<file path="src/rtl/dmx_channel_scheduler.sv">
// DMX channel table shared by the serial writer (reads), tracker A and host B (round-robin writes).
// Define DMX_DOUBLE_BUFFER_EN to stage writes in a shadow table that is committed on frame_sync.
module dmx_channel_scheduler #(
  parameter int NUM_CH = 16
) (
  input  logic       clk,
  input  logic       reset,
  input  logic [8:0] req_addr,
  input  logic       req_pulse,
  output logic [7:0] resp_data,
  output logic       resp_valid,
  input  logic       a_we,
  input  logic [8:0] a_addr,
  input  logic [7:0] a_data,
  output logic       a_ack,
  input  logic       b_we,
  input  logic [8:0] b_addr,
  input  logic [7:0] b_data,
  output logic       b_ack,
  input  logic       frame_sync,
  output logic       commit_busy
);
  localparam int IDXW = $clog2(NUM_CH + 1);

  logic [7:0]      r_live [1:NUM_CH];
  logic            r_rrPtr;
  logic            w_inCommit;
  logic            w_rdInRange;
  logic            w_aElig;
  logic            w_bElig;
  logic            w_grantA;
  logic            w_grantB;
  logic            w_wrInRange;
  logic            w_wrEn;
  logic [8:0]      w_wrAddr;
  logic [7:0]      w_wrData;
  logic [IDXW-1:0] w_rdIdx;
  logic [IDXW-1:0] w_wrIdx;

  assign w_rdInRange = (req_addr != 9'd0) && (req_addr <= 9'(NUM_CH));
  assign w_rdIdx     = req_addr[IDXW-1:0];

  // A requester whose ack is high this cycle is already served; this stops a double write.
  assign w_aElig  = a_we && !a_ack && !req_pulse && !w_inCommit;
  assign w_bElig  = b_we && !b_ack && !req_pulse && !w_inCommit;
  assign w_grantA = w_aElig && (!w_bElig || !r_rrPtr);
  assign w_grantB = w_bElig && (!w_aElig || r_rrPtr);

  assign w_wrAddr    = w_grantB ? b_addr : a_addr;
  assign w_wrData    = w_grantB ? b_data : a_data;
  assign w_wrInRange = (w_wrAddr != 9'd0) && (w_wrAddr <= 9'(NUM_CH));
  assign w_wrIdx     = w_wrAddr[IDXW-1:0];
  assign w_wrEn      = (w_grantA || w_grantB) && w_wrInRange;

  always_ff @(posedge clk) begin
    if (reset) begin
      resp_data  <= 8'd0;
      resp_valid <= 1'b0;
      a_ack      <= 1'b0;
      b_ack      <= 1'b0;
      r_rrPtr    <= 1'b0;
    end else begin
      resp_valid <= req_pulse;
      if (req_pulse) begin
        resp_data <= w_rdInRange ? r_live[w_rdIdx] : 8'd0;
      end
      a_ack <= w_grantA;
      b_ack <= w_grantB;
      if (w_aElig && w_bElig) begin
        r_rrPtr <= ~r_rrPtr;
      end
    end
  end

`ifdef DMX_DOUBLE_BUFFER_EN
  localparam logic [0:0] ST_IDLE   = 1'b0;
  localparam logic [0:0] ST_COMMIT = 1'b1;

  logic [7:0]      r_shadow [1:NUM_CH];
  logic [0:0]      r_state;
  logic            r_commitPending;
  logic [IDXW-1:0] r_cIdx;

  assign w_inCommit  = (r_state == ST_COMMIT);
  assign commit_busy = w_inCommit;

  // A read steals the table port, so the copy step holds its index for that cycle.
  always_ff @(posedge clk) begin
    if (reset) begin
      for (int i = 1; i <= NUM_CH; i++) begin
        r_live[i]   <= 8'd0;
        r_shadow[i] <= 8'd0;
      end
      r_state         <= ST_IDLE;
      r_commitPending <= 1'b0;
      r_cIdx          <= IDXW'(1);
    end else begin
      if (w_wrEn) begin
        r_shadow[w_wrIdx] <= w_wrData;
      end
      if (frame_sync) begin
        r_commitPending <= 1'b1;
      end
      case (r_state)
        ST_IDLE: begin
          if (r_commitPending) begin
            r_state <= ST_COMMIT;
            r_cIdx  <= IDXW'(1);
          end
        end
        default: begin
          if (!req_pulse) begin
            r_live[r_cIdx] <= r_shadow[r_cIdx];
            if (r_cIdx == IDXW'(NUM_CH)) begin
              r_state         <= ST_IDLE;
              r_commitPending <= 1'b0;
            end else begin
              r_cIdx <= r_cIdx + IDXW'(1);
            end
          end
        end
      endcase
    end
  end
`else
  logic w_unusedFrameSync;

  assign w_unusedFrameSync = frame_sync;
  assign w_inCommit        = 1'b0;
  assign commit_busy       = 1'b0;

  always_ff @(posedge clk) begin
    if (reset) begin
      for (int i = 1; i <= NUM_CH; i++) begin
        r_live[i] <= 8'd0;
      end
    end else if (w_wrEn) begin
      r_live[w_wrIdx] <= w_wrData;
    end
  end
`endif

endmodule

</file>
<file path="config.mk">
export PLATFORM = sky130hd
export DESIGN_NAME = dmx_channel_scheduler
export DESIGN_NICKNAME = d
export VERILOG_FILES = /design/src/rtl/dmx_channel_scheduler.sv
export SDC_FILE = /design/constraint.sdc
export NUM_CORES = 1
export LEC_CHECK = 0
export BUFFER_PORTS_ARGS = -buffer_cell sky130_fd_sc_hd__buf_4
export CORE_MARGIN = 1
export CORE_UTILIZATION = 46
export DETAILED_ROUTE_END_ITERATION = 8
export PLACE_DENSITY = 0.69
export SYNTH_ARGS = -nofsm -noshare
export SYNTH_HDL_FRONTEND = slang
export SYNTH_SLANG_ARGS = --single-unit
</file>
<file path="constraint.sdc">
create_clock -name clk -period 2.95 [get_ports clk]
set_input_delay 0.295 -clock clk [delete_from_list [all_inputs] [get_ports clk]]
set_output_delay 0.295 -clock clk [all_outputs]
set_load 0.05 [all_outputs]
</file>
==> flow_summary.toml <==
[placed_design]
dpl-instance-area_mm2 = 0.0116
hpwl_um = 17000
io_buffer_count = 58
place_congestion = 0.859
dp_slack_ns = 0.495

[layout]
num-nets-final = 961
drive_above_1_share = 0.203
layout-area-overhead-vs-synth_pct = 19.1
finish.instance_area_mm2 = 0.0124
mostFrequentLayoutCell = "edfxtp_1"
layout.cells.most_common_list = "edfxtp_1 (216), nor2_1 (139), buf_4 (104), conb_1 (89), mux2i_1 (58)"

[synth]
synth.mux.area_fraction = 0.141
synth_seq_area_share = 0.647
yosys.area_share.simple = 0.116
yosysWarnings = 0
ys.flop_type = "edfxtp_1"
synth_adder_area_share = 0
syn_avg_cell_area_um2 = 14.1
syn_area_mm2 = 0.0104
flops_latches_synth = 228
synth_top_family_by_area = "multiplexers"
synth_top_cell_by_area = "edfxtp_1"
synth_area_leaders = "edfxtp_1 (62%), mux4_2 (6.3%), mux2i_1 (5.6%)"
yosysUniqueCellTypes = 60
netlist_instances = 739
synth-xor-area-share = 0.000842
ys_async_sr_fraction = 0
synth_compound_gate_area_share = 0.0633
synth_enable_flop_cells = 216
synth.top_cell.area_share = 0.624

[routing]
wl_met3_um = 2220
drc = 16
post_drt_wl_per_cell_um = 20.1
top_signal_layer_used = "met4"
detail_route.iter0.violations = 579
detail_route_met2_wl_um = 11300
wl_um = 24400
drtAntennaViolNets = 0
drt_pass1_iterations = 7
route.vias.total = 6771
route.layer.met1.wl_um = 10400
vias_per_cell = 5.59

[floorplan]
chipWidth_um = 152
floorplan.initialDensity = 0.472
die-area_mm2 = 0.0232
die_height_um = 152
ports = 61
core_area_mm2 = 0.0220
std_cell_rows = 54

[timing]
setup-tns-final_ns = 0
setup_slack_of_the_critical_path_after_layout_ns = 0.537
timing_worst_slew_pin_value_ns = 0.628
final_number_of_hold_violating_endpoints = 0
skew_ns = 0.0102
min_period_ns = 2.41
max_slew_violation_total_from_the_final_report = 0
grt_setup_unrepaired = "no"
fmax_mhz = 414
final.hold.worst_slack_ns = 0.0220
min_period_over_period = 0.818
slew_headroom = 0.570
timing.final.setup_violations = 0

[global_routing]
grt_max_degree = 46
gr-total-overflow = 0
grt_first_pass_wirelength_um = 37400
antenna_found_initial = 1
vias_in_the_first_global_route = 6581
grt.total_usage = 0.213

[job]
maxCapViolCount = 0

[clock_network]
cts-buffers-inserted = 24
root_buffer = "clkbuf_16"
post_cts_buffers = 0
ctsLongestPathBuffers = 3
worstSkewPairLatency_ns = 0.51
cts_sinks = 228
cts-htree-levels = 1
cts.clk_slew.worst_paths_ns = 0.06
cts_tree = "done"

[power_and_ir_drop]
power.internal_mw = 5.64
pwr-share-seq = 0.519
power_frac_clock = 0.396
vdd_drop_max_uv = 292
total_leakage_power_nw = 4.62
total_switching_power_mw = 1.59
comb_power_share = 0.085
pwr_density_cell_mw_per_mm2 = 583
swShare = 0.220

[setup_path]
cp-end-kind = "flip-flop"
crit_type = "in -> reg"
worstPathArrival_ns = 2.62
crit_fanout = 25
cp_data_required_time_ns = 3.16
timing.critical_path.from_type = "input port"

[status]
violations = "design-rule violations"
run_status = "finished with violations"

[min_path]
hold_class = "in -> reg"
## cell usage after synthesis (3+ instances only)
cell type,number
or2_0,5
a31oi_1,28
dfxtp_1,12
nor2_1,139
and2_1,3
nor4_1,10
a22oi_1,6
o21ai_0,18
buf_4,7
mux4_2,29
or2_2,4
nor3_1,14
o21ai_1,3
o22ai_1,12
and3_1,17
buf_2,24
nand2_1,12
or3_1,7
inv_1,11
mux2i_1,58
edfxtp_1,216
nor2b_1,4
buf_6,5
a21o_1,3
nand2b_1,13
mux2_2,8
a32o_1,4
a21oi_1,7
nand3_1,8
clkbuf_1,8
a221oi_1,4
mux4_1,5
## path summary, 6_finish.rpt
path / to / from / slack, ns / cells after the start
worst max-delay path: r_live[11][4] / req_pulse / 0.54 / 9
worst min-delay path: r_rrPtr / reset / 0.02 / 2
worst max register to register: r_live[11][4] / a_ack / 0.59 / 6
worst min register to register: resp_data[2] / resp_data[2] / 0.46 / 2
## through the flow
step                      std cells   util  power [mW]
after CTS                      1210  0.562        7.27
final                          1212  0.562        7.23
after detailed placement       1165  0.527        4.43
after global routing           1210  0.562        7.46
after floorplan                 827      -        4.19
after global placement         1165  0.527        4.42
## state kept, by name, indices dropped and copies added, names as in the netlist
name,cells
r_rrPtr,1
r_live,216
resp_valid,1
resp_data,8
a_ack,1
b_ack,1
## metal layers
layer  track usage  up-vias
met4        0.0632        0
met3        0.0350       41
li1              -     3111
met2         0.338      313
met1         0.304     3306
met5             0        -
## critical path: stages
cell	delay, ns
dlygate4sd3_1	0.54
buf_4	0.16
nor3b_2	0.36
o2111a_1	0.26
a21oi_2	0.05
buf_4	0.23
o21bai_1	0.29
o21ai_0	0.21
buf_4	0.22
## power by group through the flow
stage / Clock (mW) / Sequential, mW / Combinational (mW)
floorplan: 0 / 3.81 / 0.377
global placement: 0 / 3.81 / 0.606
detailed placement: 0 / 3.82 / 0.613
CTS: 2.91 / 3.75 / 0.615
global route: 3.03 / 3.76 / 0.666
finish: 2.86 / 3.75 / 0.614
## logic make-up after synthesis
family	after synthesis
flops	228
simple gates	251
xor+xnor	1
buf+inv	58
compound gates	99
other cells	1
mux	101
## final cells by class
cell class | instances | area (µm²)
Fill cell | 1826 | 9640
Inverter | 11 | 41.3
Antenna cell | 2 | 5.00
Sequential cell | 228 | 6730
Clock inverter | 5 | 30.0
Timing Repair Buffer | 106 | 811
Clock buffer | 39 | 728
Multi-Input combinational cell | 541 | 3690
Tap cell | 280 | 350
## what timing repair did
item | in CTS | in global routing
gates resized for setup | 0 | 0
endpoints found under the hold margin | 1 | 0
hold buffers | 1 | 0
Note: power is estimated with default switching activity, not from simulation.
